### src/rtl/axi_pkg.sv
// axi_pkg: burst/size encodings, command control fields and read-path FSM states
package axi_pkg;
  typedef enum logic [1:0] {BURST_FIXED = 2'd0, BURST_INCR = 2'd1, BURST_WRAP = 2'd2, BURST_RSVD = 2'd3} burst_e;
  typedef enum logic [1:0] {SIZE_1B = 2'd0, SIZE_2B = 2'd1, SIZE_4B = 2'd2, SIZE_RSVD = 2'd3} size_e;
  typedef struct packed {
    logic [3:0] len;
    size_e      size;
    burst_e     burst;
    logic [1:0] lock;
    logic [3:0] cache;
    logic [2:0] prot;
  } cmd_ctl_t;
  typedef enum logic {ST_IDLE = 1'b0, ST_BURST = 1'b1} state_e;
  function automatic size_e eff_size(input logic [1:0] s);
    return (s == 2'd3) ? SIZE_4B : size_e'(s);
  endfunction
  function automatic burst_e eff_burst(input logic [1:0] b);
    return (b == 2'd3) ? BURST_INCR : burst_e'(b);
  endfunction
endpackage

### src/rtl/m0r_cmd_fifo.sv
// m0r_cmd_fifo: dual-write, single-read circular command FIFO with an occupancy count
module m0r_cmd_fifo #(
  parameter int DEPTH = 4,
  parameter int W = 8
) (
  input  logic         clk,
  input  logic         clr,
  input  logic         i_wr0,
  input  logic [W-1:0] i_wd0,
  input  logic         i_wr1,
  input  logic [W-1:0] i_wd1,
  input  logic         i_rd,
  output logic [W-1:0] o_rdata,
  output logic         o_empty,
  output logic         o_full
);
  localparam int PW = $clog2(DEPTH);
  localparam int CW = $clog2(DEPTH + 1);
  localparam logic [CW-1:0] FULL_CNT = CW'(DEPTH);
  logic [W-1:0]  r_mem [DEPTH];
  logic [PW-1:0] r_wptr, r_rptr;
  logic [CW-1:0] r_count;
  logic          w_acc0, w_acc1, w_pop;
  logic [PW-1:0] w_wptr1;
  function automatic logic [PW-1:0] inc(input logic [PW-1:0] p);
    return (p == PW'(DEPTH - 1)) ? '0 : p + PW'(1);
  endfunction
  // port 0 claims the first free slot; port 1 only fits if another slot remains
  always_comb begin
    w_acc0  = i_wr0 && (r_count != FULL_CNT);
    w_acc1  = i_wr1 && ((r_count + CW'(w_acc0)) != FULL_CNT);
    w_pop   = i_rd && (r_count != '0);
    w_wptr1 = w_acc0 ? inc(r_wptr) : r_wptr;
  end
  // entry storage; validity is tracked entirely by the pointers and count
  always_ff @(posedge clk) begin
    if (w_acc0) r_mem[r_wptr] <= i_wd0;
    if (w_acc1) r_mem[w_wptr1] <= i_wd1;
  end
  // pointers and occupancy; push and pop may share an edge
  always_ff @(posedge clk or posedge clr) begin
    if (clr) begin
      r_wptr  <= '0;
      r_rptr  <= '0;
      r_count <= '0;
    end else begin
      r_wptr  <= w_acc1 ? inc(w_wptr1) : w_wptr1;
      r_rptr  <= w_pop ? inc(r_rptr) : r_rptr;
      r_count <= r_count + CW'(w_acc0) + CW'(w_acc1) - CW'(w_pop);
    end
  end
  assign o_rdata = r_mem[r_rptr];
  assign o_empty = (r_count == '0);
  assign o_full  = (r_count == FULL_CNT);
endmodule

### src/rtl/axi_m0_read_path.sv
// axi_m0_read_path: master-0 read path; queues commands, expands bursts into memory beats, returns tagged data
// Optional: define M0R_RDATA_LANE_ALIGN_EN to right-align and mask narrow beats on M0R_rdata.
module axi_m0_read_path
  import axi_pkg::*;
#(
  parameter int M = 2,
  parameter int S = 2,
  parameter int NUM_OUTSTANDING_TRANS = 2,
  parameter int BUS_WIDTH = 32,
  parameter int ID_WIDTH = 1,
  parameter int ADDR_WIDTH = 32
) (
  input  logic                  clk,
  input  logic                  clr,
  input  logic                  M0R_fifo_write0,
  input  logic                  M0R_fifo_write1,
  input  logic [ID_WIDTH-1:0]   M0R_tag_in0,
  input  logic [ID_WIDTH-1:0]   M0R_tag_in1,
  input  logic [ADDR_WIDTH-1:0] M0R_address_in0,
  input  logic [ADDR_WIDTH-1:0] M0R_address_in1,
  input  logic [3:0]            M0R_len_in0,
  input  logic [3:0]            M0R_len_in1,
  input  logic [1:0]            M0R_size_in0,
  input  logic [1:0]            M0R_size_in1,
  input  logic [1:0]            M0R_burst_in0,
  input  logic [1:0]            M0R_burst_in1,
  input  logic [1:0]            M0R_lock_in0,
  input  logic [1:0]            M0R_lock_in1,
  input  logic [3:0]            M0R_cache_in0,
  input  logic [3:0]            M0R_cache_in1,
  input  logic [2:0]            M0R_prot_in0,
  input  logic [2:0]            M0R_prot_in1,
  output logic [ADDR_WIDTH-1:0] M0R_address_out,
  output logic                  M0R_memread,
  input  logic [BUS_WIDTH-1:0]  M0R_data_in,
  output logic [BUS_WIDTH-1:0]  M0R_rdata,
  output logic                  M0R_rvalid,
  output logic                  M0R_rlast,
  output logic [ID_WIDTH-1:0]   M0R_rid,
  output logic                  M0R_fifo_full
);
  localparam int DEPTH = 2 * NUM_OUTSTANDING_TRANS;
  localparam int unused_ms = M + S;
  localparam logic [ADDR_WIDTH-1:0] A_ONE = {{(ADDR_WIDTH-1){1'b0}}, 1'b1};
  typedef struct packed {
    logic [ID_WIDTH-1:0]   tag;
    logic [ADDR_WIDTH-1:0] addr;
    cmd_ctl_t              ctl;
  } cmd_t;
  cmd_t                  w_wd0, w_wd1, w_head;
  logic                  w_empty, w_full, w_pop, w_memread, w_last;
  state_e                r_state, w_state_nxt;
  logic [ADDR_WIDTH-1:0] r_addr, w_bytes, w_incr, w_bnd, w_wrap, w_addr_nxt;
  logic [3:0]            r_cnt, r_len;
  size_e                 r_size;
  burst_e                r_burst;
  logic [ID_WIDTH-1:0]   r_tag, r_rid;
  logic                  r_rvalid, r_rlast;
  logic                  w_unused_attr;
  assign w_wd0 = '{tag: M0R_tag_in0, addr: M0R_address_in0,
                   ctl: '{len: M0R_len_in0, size: size_e'(M0R_size_in0), burst: burst_e'(M0R_burst_in0),
                          lock: M0R_lock_in0, cache: M0R_cache_in0, prot: M0R_prot_in0}};
  assign w_wd1 = '{tag: M0R_tag_in1, addr: M0R_address_in1,
                   ctl: '{len: M0R_len_in1, size: size_e'(M0R_size_in1), burst: burst_e'(M0R_burst_in1),
                          lock: M0R_lock_in1, cache: M0R_cache_in1, prot: M0R_prot_in1}};
  assign w_unused_attr = ^{w_head.ctl.lock, w_head.ctl.cache, w_head.ctl.prot};
  m0r_cmd_fifo #(.DEPTH(DEPTH), .W($bits(cmd_t))) u_fifo (
    .clk(clk), .clr(clr),
    .i_wr0(M0R_fifo_write0), .i_wd0(w_wd0),
    .i_wr1(M0R_fifo_write1), .i_wd1(w_wd1),
    .i_rd(w_pop), .o_rdata(w_head),
    .o_empty(w_empty), .o_full(w_full)
  );
  // next beat address: FIXED holds, INCR steps from the aligned address, WRAP folds the step into the burst window
  always_comb begin
    w_bytes    = A_ONE << r_size;
    w_incr     = (r_addr & ~(w_bytes - A_ONE)) + w_bytes;
    w_bnd      = (ADDR_WIDTH'(r_len) + A_ONE) * w_bytes;
    w_wrap     = (r_addr & ~(w_bnd - A_ONE)) | (w_incr & (w_bnd - A_ONE));
    w_addr_nxt = (r_burst == BURST_FIXED) ? r_addr : (r_burst == BURST_WRAP) ? w_wrap : w_incr;
  end
  // IDLE pops a waiting command; BURST issues one beat per cycle until the count-0 beat
  always_comb begin
    w_state_nxt = r_state;
    w_pop       = 1'b0;
    w_memread   = 1'b0;
    w_last      = 1'b0;
    if (r_state == ST_IDLE) begin
      w_pop       = !w_empty;
      w_state_nxt = w_empty ? ST_IDLE : ST_BURST;
    end else begin
      w_memread   = 1'b1;
      w_last      = (r_cnt == 4'd0);
      w_state_nxt = w_last ? ST_IDLE : ST_BURST;
    end
  end
  // state, working registers and the one-cycle-delayed return flags
  always_ff @(posedge clk or posedge clr) begin
    if (clr) begin
      r_state  <= ST_IDLE;
      r_addr   <= '0;
      r_cnt    <= '0;
      r_len    <= '0;
      r_size   <= SIZE_1B;
      r_burst  <= BURST_FIXED;
      r_tag    <= '0;
      r_rvalid <= 1'b0;
      r_rlast  <= 1'b0;
      r_rid    <= '0;
    end else begin
      r_state <= w_state_nxt;
      if (w_pop) begin
        r_addr  <= w_head.addr;
        r_cnt   <= w_head.ctl.len;
        r_len   <= w_head.ctl.len;
        r_size  <= eff_size(w_head.ctl.size);
        r_burst <= eff_burst(w_head.ctl.burst);
        r_tag   <= w_head.tag;
      end else if (r_state == ST_BURST) begin
        r_addr <= w_addr_nxt;
        r_cnt  <= r_cnt - 4'd1;
      end
      r_rvalid <= w_memread;
      r_rlast  <= w_last;
      r_rid    <= w_memread ? r_tag : '0;
    end
  end
`ifdef M0R_RDATA_LANE_ALIGN_EN
  localparam logic [BUS_WIDTH-1:0] MASK8  = BUS_WIDTH'(8'hFF);
  localparam logic [BUS_WIDTH-1:0] MASK16 = BUS_WIDTH'(16'hFFFF);
  logic [1:0]           r_lane;
  size_e                r_lane_size;
  logic [BUS_WIDTH-1:0] w_shifted;
  // remember where the beat sits so its data can be aligned when it returns
  always_ff @(posedge clk or posedge clr) begin
    if (clr) begin
      r_lane      <= '0;
      r_lane_size <= SIZE_1B;
    end else if (w_memread) begin
      r_lane      <= r_addr[1:0];
      r_lane_size <= r_size;
    end
  end
  // shift the addressed byte lane down and mask to the beat width
  always_comb begin
    w_shifted = M0R_data_in >> {r_lane, 3'b000};
    M0R_rdata = (r_lane_size == SIZE_1B) ? (w_shifted & MASK8) :
                (r_lane_size == SIZE_2B) ? (w_shifted & MASK16) : w_shifted;
  end
`else
  assign M0R_rdata = M0R_data_in;
`endif
  assign M0R_address_out = r_addr;
  assign M0R_memread     = w_memread;
  assign M0R_rvalid      = r_rvalid;
  assign M0R_rlast       = r_rlast;
  assign M0R_rid         = r_rid;
  assign M0R_fifo_full   = w_full;
endmodule

### config.mk
export PLATFORM = sky130hd
export DESIGN_NAME = axi_m0_read_path
export DESIGN_NICKNAME = d
export VERILOG_FILES = /design/src/rtl/axi_pkg.sv /design/src/rtl/m0r_cmd_fifo.sv /design/src/rtl/axi_m0_read_path.sv
export SDC_FILE = /design/constraint.sdc
export NUM_CORES = 1
export LEC_CHECK = 0
export ABC_AREA = 1
export CAP_MARGIN = 5
export CORE_MARGIN = 3
export CORE_UTILIZATION = 30
export DETAILED_ROUTE_END_ITERATION = 8
export PLACE_DENSITY = 0.57
export SLEW_MARGIN = 10
export SYNTH_ARGS = -nofsm -noshare
export SYNTH_HDL_FRONTEND = slang
export SYNTH_SLANG_ARGS = --single-unit
### constraint.sdc
create_clock -name clk -period 5.25 [get_ports clk]
set_input_delay 0.7875 -clock clk [delete_from_list [all_inputs] [get_ports clk]]
set_output_delay 0.7875 -clock clk [all_outputs]
set_load 0.02 [all_outputs]
Yosys cells after proc, flatten, opt, wreduce, memory -nomap -nowiden

Memory sizes are Yosys's and may differ from the RTL's.
Index checks and enable logic that the tools add are counted.

Flip-flop bits (word level): 56
Latch bits: 0
Bits in writable memories: 200
Memory bits (read-only): 0
Bits of input ports: 136
Word-level logic and storage cells: 77
Memories kept: 1

Memories:

| name         | depth | width | read ports | clocked after memory_dff | write ports | RTL line           | text |
|---|---|---|---|---|---|---|---|
| u_fifo.r_mem | 4     | 50    | 1          | 0                        | 2           | m0r_cmd_fifo.sv:20 | `logic [W-1:0] r_mem [DEPTH];` |

Add/subtract/negate cells: 11
Multipliers: 1
Div/mod/pow operators: 0
Magnitude comparators: 0
Equality and inequality tests: 10
Shift-type cells: 1
Multiplexer cells: 24
Bitwise operators: 6
Reduce and logical (&&, ||, !) cells: 10

Operators with widths:

| operator                                           | count |
|---|---|
| 2-to-1 mux 32 bit                                  | 4 |
| AND 32 bit                                         | 3 |
| NOT 32 bit                                         | 2 |
| subtractor 32 x 1 -> 32 bit, second input constant | 2 |
| adder 32 bit                                       | 1 |
| multiplier 5 x 32 -> 32 bit                        | 1 |
| OR 32 bit                                          | 1 |
| << shifter 1 x 2 -> 32 bit, first input constant   | 1 |
| 2-to-1 mux 2 bit                                   | 7 |
| == test 2 bit, second input constant               | 6 |
| 2-to-1 mux 1 bit                                   | 11 |
| 2-to-1 mux 4 bit                                   | 2 |
| adder 2 x 1 -> 2 bit, second input constant        | 3 |
| adder 3 x 1 -> 3 bit                               | 2 |
| != test 3 bit, second input constant               | 2 |
| adder 4 x 1 -> 5 bit, second input constant        | 1 |
| logical NOT 4 bit                                  | 1 |
| subtractor 4 x 1 -> 4 bit, second input constant   | 1 |
| == test 3 bit, second input constant               | 1 |
| logical AND 1 bit                                  | 3 |
| logical NOT 3 bit                                  | 1 |
| nonzero test 3 bit                                 | 1 |
| subtractor 3 x 1 -> 3 bit                          | 1 |
| logical NOT 2 bit                                  | 1 |
| 4 further kinds                                    | 4 |

Depth between registers and ports, before layout

Gate-level depths: netlist of run 1.

Word-level depth: 11
Gate-level depth with buffers: 23
Depth with buffers taken out: 23

Cells and area by module

From an unflattened synthesis of run 1, not the netlist that was laid out.

Cell total of the unflattened synthesis: 1,933
Area, all modules: 15,459.8 um2

Modules (own cells, without submodules):

| module           | times used | cells each | area each (um2) | seq. area each (um2) |
|---|---|---|---|---|
| m0r_cmd_fifo     | 1          | 1,213      | 10,720.3        | 6,180.9 |
| axi_m0_read_path | 1          | 720        | 4,739.5         | 1,226.2 |

Worst setup path before layout of run 1

No wires, ideal clock.

Kind: input -> register
From: in M0R_fifo_write0
To: mem u_fifo.r_mem[3][10] (netlist name) (enable)
Data arrival time: 3.609 ns
Data required time: 4.483 ns
Setup slack: 0.874 ns
Cell stages on the path: 12
Buffers on the path: 2
Path through: nand2_1 > inv_1 > ha_1 > ha_1 > xnor2_1 > or3_1 > nand2_1 > inv_2 > nand2_1 > buf_2 > buf_2 > o21ai_0

RTL lines:

| item        | RTL line               | text |
|---|---|---|
| from (decl) | axi_m0_read_path.sv:15 | `input logic M0R_fifo_write0,` |
| to (decl)   | m0r_cmd_fifo.sv:20     |  |

==> flow_metrics.tcl, run 1 <==
set metrics [dict create \
    status "finished clean" \
    cp_common_cell "inv_1" \
    tritoncts "built" \
    min_from "r_len[1]" \
    dr.pass1.iters 5 \
    whs_path_depth 2 \
    layout-area-overhead-vs-synth_pct 17.7 \
    path_max_fanout 6 \
    r2r_slack_ps 880 \
    core_area_sq_um 42500 \
    dieArea_sq_um 46100 \
    whs_ps 512 \
    path_buf_inv 4 \
    critPathKind "reg -> reg" \
    max_freq_ghz 0.229 \
    rr_worst_depth 19 \
    wirelength_um 37500 \
    dr.first_iter.drc_count 675 \
    postCtsResizedCells 0 \
    final_nets 1840 \
    gp_congestion 0.869 \
    worstMarginPinSlew_ps 1130 \
    final_core_util_pct 36.2 \
    clockBufferDepth 3 \
    crit_arrival_ps 4780 \
    crit_family "adder cells" \
    p_clk_share_pct 16.1 \
    p_comb_share_pct 52.6 \
    initial_utilization_pct 30.7 \
    die_x_um 215 \
    via_per_inst 4.87 \
    grt_pass1_wl_um 59200 \
    ant_nets 0 \
    core.rowCount 75 \
    synth_nets 1782 \
    critPathMaxStageDelay_ps 550 \
    required_ps 5660 \
    avgSynthCellArea_sq_um 8.20 \
    ys_types 49 \
    wl_per_cell_um 16.7 \
    fin_crit_ps 4370 \
    hp-class "reg -> reg" \
    finClkSkew_ps 13.4 \
    fin_cells 2247 \
    slowest_stage "fa_1" \
    cts_buffers 24 \
    diodes 0 \
    grt_pass1_vias 10800 \
    setup_viol 0 \
    p_seq_share_pct 31.3 \
    r2r-start "r_len[0]" \
    synth_edf_count 164 \
    port_buffers 122 \
    clk_latency_ps 530 \
    fin_tns_setup_ps 0 \
    cp-end-kind "register" \
    cp-start-kind "register" \
    syn_area_sq_um 13100 \
    die_y_um 215 \
    ys.flop_type "edfxtp_1" \
    rsz0062_at_grt "false" \
    slew_headroom_pct 24.7 \
    drc 0 \
    holdPathEnd "r_len[1]" \
    cts.sinks 220 \
    cts_hold_buf 0 \
    maxCapViolations 0 \
    path_cells "ha_1, xor2_1, nand2_1, fa_1, inv_1, ha_1, inv_1, fa_1, inv_1, fa_1, nand4_1, nand2_1, a21boi_0, ha_1, inv_1, a21oi_1, nand2_1, a21oi_1, nor2_1" \
    dpl.cell_count 2203 \
    period_share_pct 83.3 \
    grt_max_degree 85 \
    vias 11000 \
    synth_warnings 0 \
    ys_ff_latch 220 \
    hpwl_um 25500 \
    clk_pin_slew_worst_paths_ps 60 \
    design.portCount 205 \
    synthCells 1594 \
    cts_root_buffer "clkbuf_16" \
    drive_above_1_share_pct 5.15 \
    synthArstFlopShare_pct 25.5 \
    sw_frac_of_total_pct 45.2 \
    leakagePower_nw 6.47 \
    overflow 0 \
    seq_area_frac_synth_pct 48.4 \
    p_sw_mw 4.77 \
    hold_violations 0 \
    grt_use_total_pct 16.1 \
    antenna_found_initial 3 \
    p_per_area_nw_per_um2 686 \
    cts_setup_buffers 0 \
    p_int_mw 5.78 \
    ir_worst_vdd_uv 289 \
    drv_slew 0 \
    htreeDepth 1 \
]
-- stage by stage --
step	total power [mW]	worst slack (ps)	area, sq um
6_report	10.6	877	15400
2_1_floorplan	7.20	874	13100
3_3_place_gp	8.82	927	14600
4_1_cts	10.6	878	15400
3_5_place_dp	8.92	906	14600
5_1_grt	11.6	491	15400
-- cell usage after synthesis (all sizes together), types with 2 or more instances --
cell type  count  area share [%]
a21boi         3            0.17
a21oi         72             2.8
a221o          2            0.15
a31oi          3            0.14
and2           2           0.096
buf           76             3.5
clkbuf        30            0.86
dfrtp         56              11
edfxtp       164              38
fa            10             1.5
ha            42             4.0
inv          148             4.3
nand2        366              11
nand3         42             1.6
nand3b         2            0.11
nand4         20            0.96
nor2         210             6.1
nor3          13            0.50
o211ai         2            0.11
o21a           3            0.17
o21ai        274              11
o21bai         3            0.20
o221ai         2            0.13
o22ai         16            0.77
o31ai          2            0.15
xnor2          7            0.47
xor2          14            0.94
-- how the worst max path moves through the flow --
stage                          from                   to  slack (ps)  depth (start not counted)
detailed placement         r_len[0]             register         910                         19
CTS                        r_len[0]             register         880                         19
global route               r_len[0]             register         490                         21
floorplan           M0R_fifo_write0  u_fifo.r_mem[3][10]         870                         12
finish                     r_len[0]             register         880                         19
global placement           r_len[0]             register         930                         19
-- layout make-up --
| cell class | count | area (sq um) |
|---|---|---|
| clock buffer | 31 | 648 |
| clock inverter | 13 | 134 |
| timing repair buffer | 138 | 1340 |
| tap | 577 | 722 |
| inverter | 149 | 559 |
| multi-input combinational | 1119 | 5640 |
| fill | 4379 | 27100 |
| sequential | 220 | 6330 |
-- cells in the final DEF (no fill, tap or decap), types with 12 or more instances in the layout --
cell type / n
nand2_1: 352
o21ai_0: 263
nor2_1: 204
edfxtp_1: 164
inv_1: 136
clkdlybuf4s50_1: 122
a21oi_1: 72
dfrtp_1: 55
ha_1: 42
nand3_1: 41
clkbuf_16: 25
nand4_1: 20
o22ai_1: 16
buf_4: 16
xor2_1: 14
nand2_2: 13
nor3_1: 13
inv_2: 12
-- cells by family (layout without fill, tap and decap cells) --
| family | after synthesis | in the layout | synth area share [%] |
|---|---|---|---|
| AOI/OAI and AO/OA | 387 | 387 | 15.6 |
| xor gates and xnor gates | 21 | 21 | 1.41 |
| adders and majority gates | 52 | 52 | 5.55 |
| buffers and inverters | 255 | 331 | 8.60 |
| DFF | 220 | 220 | 48.4 |
| muxes | 1 | 1 | 0.0766 |
| and+or+nand+nor | 658 | 658 | 20.3 |
-- per-layer routing --
metal / vias to the layer above / track usage (%) / part of all wire, %
li1: 5411 / - / -
met1: 5188 / 21.8 / 46
met2: 279 / 26.5 / 46
met3: 68 / 2.76 / 5.4
met4: 6 / 4.46 / 2.3
met5: - / 0 / 0.12
-- tightest hold or removal path, stage by stage (launching register included) --
cell and delay (ps):
dfrtp_1 360, nand2_1 60, nand2_1 50
-- power by group through the flow --
| stage | Combinational, mW | Sequential [mW] | Clock (mW) |
|---|---|---|---|
| 2_1_floorplan | 3.81 | 3.39 | 0 |
| 3_3_place_gp | 5.50 | 3.32 | 0 |
| 3_5_place_dp | 5.58 | 3.34 | 0 |
| 4_1_cts | 5.60 | 3.31 | 1.73 |
| 5_1_grt | 6.37 | 3.39 | 1.80 |
| 6_report | 5.55 | 3.31 | 1.70 |
(Power assumes the default switching activity.)
==> run 2, diff against run 1 <==
==> constraint.sdc (replaced) <==
create_clock -name clk -period 4.2 [get_ports clk]
set_input_delay 0.63 -clock clk [delete_from_list [all_inputs] [get_ports clk]]
set_output_delay 0.63 -clock clk [all_outputs]
set_load 0.02 [all_outputs]
==> run 2 against run 1 <==
  * Fmax up 8.0%
  * Clock skew decreased by 2.6 ps
  * Global-route usage about the same
  * Routed wire length increased by 2.9%
  * Combinational power is 39% higher
  * Flip-flop and latch count stayed put
  * Via count increased by 0.38%
  * Sequential share of layout area down 1.2 points
  * Die area stayed put
  * Critical path type unchanged
  * Highest routed layer unchanged
==> flow_metrics.tcl, run 2 (synthesis gave the netlist of run 1 again) <==
set metrics [dict create \
    crit_arrival_ps 4470 \
    clockBufferDepth 3 \
    path_cells "ha_2, xor2_2, buf_4, and2_1, ha_1, inv_1, fa_1, fa_1, inv_1, ha_4, a21oi_4, o21ai_2, nand2_2, nand2_2, nand2_1, nand2_2, a21oi_4, clkinvlp_4, nor2_2, a21oi_1" \
    gp_congestion 0.862 \
    via_per_inst 4.82 \
    drv_slew 0 \
    leakagePower_nw 6.67 \
    hpwl_um 26700 \
    cts_buffers 26 \
    cp_common_cell "nand2_2" \
    cts_root_buffer "clkbuf_16" \
    finClkSkew_ps 10.9 \
    design.portCount 205 \
    layout_common_cells "nand2_1, o21ai_0, nor2_1" \
    clk_pin_slew_worst_paths_ps 60 \
    max_freq_ghz 0.247 \
    layout-area-overhead-vs-synth_pct 21.2 \
    wl_per_cell_um 16.9 \
    required_ps 4620 \
    crit_family "adder cells" \
    cp-start-kind "register" \
    htreeDepth 1 \
    pre_cts_ws_ps -4.97 \
    antenna_found_initial 4 \
    dr.first_iter.drc_count 772 \
    die_y_um 215 \
    hold_violations 0 \
    path_max_fanout 5 \
    die_x_um 215 \
    maxCapViolations 0 \
    drive_above_1_share_pct 8.52 \
    core.rowCount 75 \
    period_share_pct 96.4 \
    cts.sinks 220 \
    overflow 0 \
    final_nets 1871 \
    diodes 0 \
    place_area_sq_um 14800 \
    critPathMaxStageDelay_ps 510 \
    fin_crit_ps 4050 \
    tritoncts "built" \
    dr.pass1.iters 7 \
    slew_headroom_pct 32.7 \
    layout_commonest_cell "nand2_1" \
    ir_worst_vdd_uv 682 \
    dieArea_sq_um 46100 \
    fin_area_sq_um 15800 \
    status "finished clean" \
    fillerInstances 4266 \
    clk_latency_ps 540 \
    grt_max_degree 85 \
    p_per_area_nw_per_um2 892 \
    port_buffers 122 \
    grt_pass1_vias 10800 \
    hp-class "reg -> reg" \
    grt_pass1_wl_um 59600 \
    ant_nets 0 \
    critPathKind "reg -> reg" \
    setup_viol 0 \
    drc 0 \
    r2r_slack_ps 150 \
    grt_use_total_pct 16.1 \
    fin_tns_setup_ps 0 \
    core_area_sq_um 42500 \
    cts_hold_buf 0 \
    initial_utilization_pct 30.7 \
    path_buf_inv 4 \
    cp-end-kind "register" \
    slowest_stage "fa_1" \
    setup_slack_ps 151 \
    wirelength_um 38500 \
    worstMarginPinSlew_ps 1010 \
    vias 11000 \
]
[run 2: worst paths after layout]
kind | from | to | cells after the start
min in group asynchronous | clr | M0R_rlast | 2
max in group asynchronous | clr | async pin | 3
hold / removal | r_state | M0R_rvalid | 0
setup reg to reg | r_len[1] | register | 20
hold reg to reg | r_state | M0R_rvalid | 0
setup / recovery | r_len[1] | register | 20
[run 2: final cells by class]
cell class,count,area [sq um],area share [%]
Clock buffer,30,687,4.34
Tap cell,577,722,4.56
Inverter,149,559,3.53
Clock inverter,17,170,1.07
Timing Repair inverter,1,7.51,0.0474
Timing Repair Buffer,166,1590,10.0
Sequential cell,220,6330,40.0
Multi-Input combinational cell,1119,5770,36.4
[run 2: timing repair]
item	4_1_cts	5_1_grt
gates resized for setup	1	30
buffers inserted	0	3
cloned	0	2
pin swaps	0	10
endpoints found under the setup margin	2	23
[run 2: worst register-to-register path, cell delays in order, from the launching register on]
cell	delay (ps)
dfrtp_1	400
ha_2	200
xor2_2	160
buf_4	140
and2_1	130
ha_1	270
inv_1	60
fa_1	500
fa_1	510
inv_1	60
ha_4	240
a21oi_4	160
o21ai_2	90
nand2_2	90
nand2_2	60
nand2_1	70
nand2_2	100
a21oi_4	250
clkinvlp_4	230
nor2_2	150
a21oi_1	70
[run 2: metrics by stage]
step | power [mW] | hold WS, ps | utilization, % | instances
2_1_floorplan | 8.99 | 437 | - | 1594
3_3_place_gp | 11.3 | 499 | 34.8 | 2227
3_5_place_dp | 11.4 | 513 | 34.8 | 2227
4_1_cts | 13.7 | 531 | 36.9 | 2274
5_1_grt | 15.3 | 565 | 37.2 | 2279
6_report | 14.1 | 523 | 37.2 | 2279
[run 2: per-layer routing]
layer | routed length (um) | share of wire, % | global-route usage [%] | up-vias
li1 | - | - | - | 5478
met1 | 17400 | 45 | 21.6 | 5135
met2 | 17900 | 47 | 26.8 | 311
met3 | 2380 | 6.2 | 3.05 | 62
met4 | 830 | 2.2 | 3.95 | 8
met5 | 54 | 0.14 | 0 | -
[run 2: where the power goes]
| part | switching [mW] | internal (mW) | total, mW |
|---|---|---|---|
| Clock | 0.930 | 1.36 | 2.28 |
| Sequential | 0.501 | 3.61 | 4.12 |
| Combinational | 4.92 | 2.79 | 7.71 |
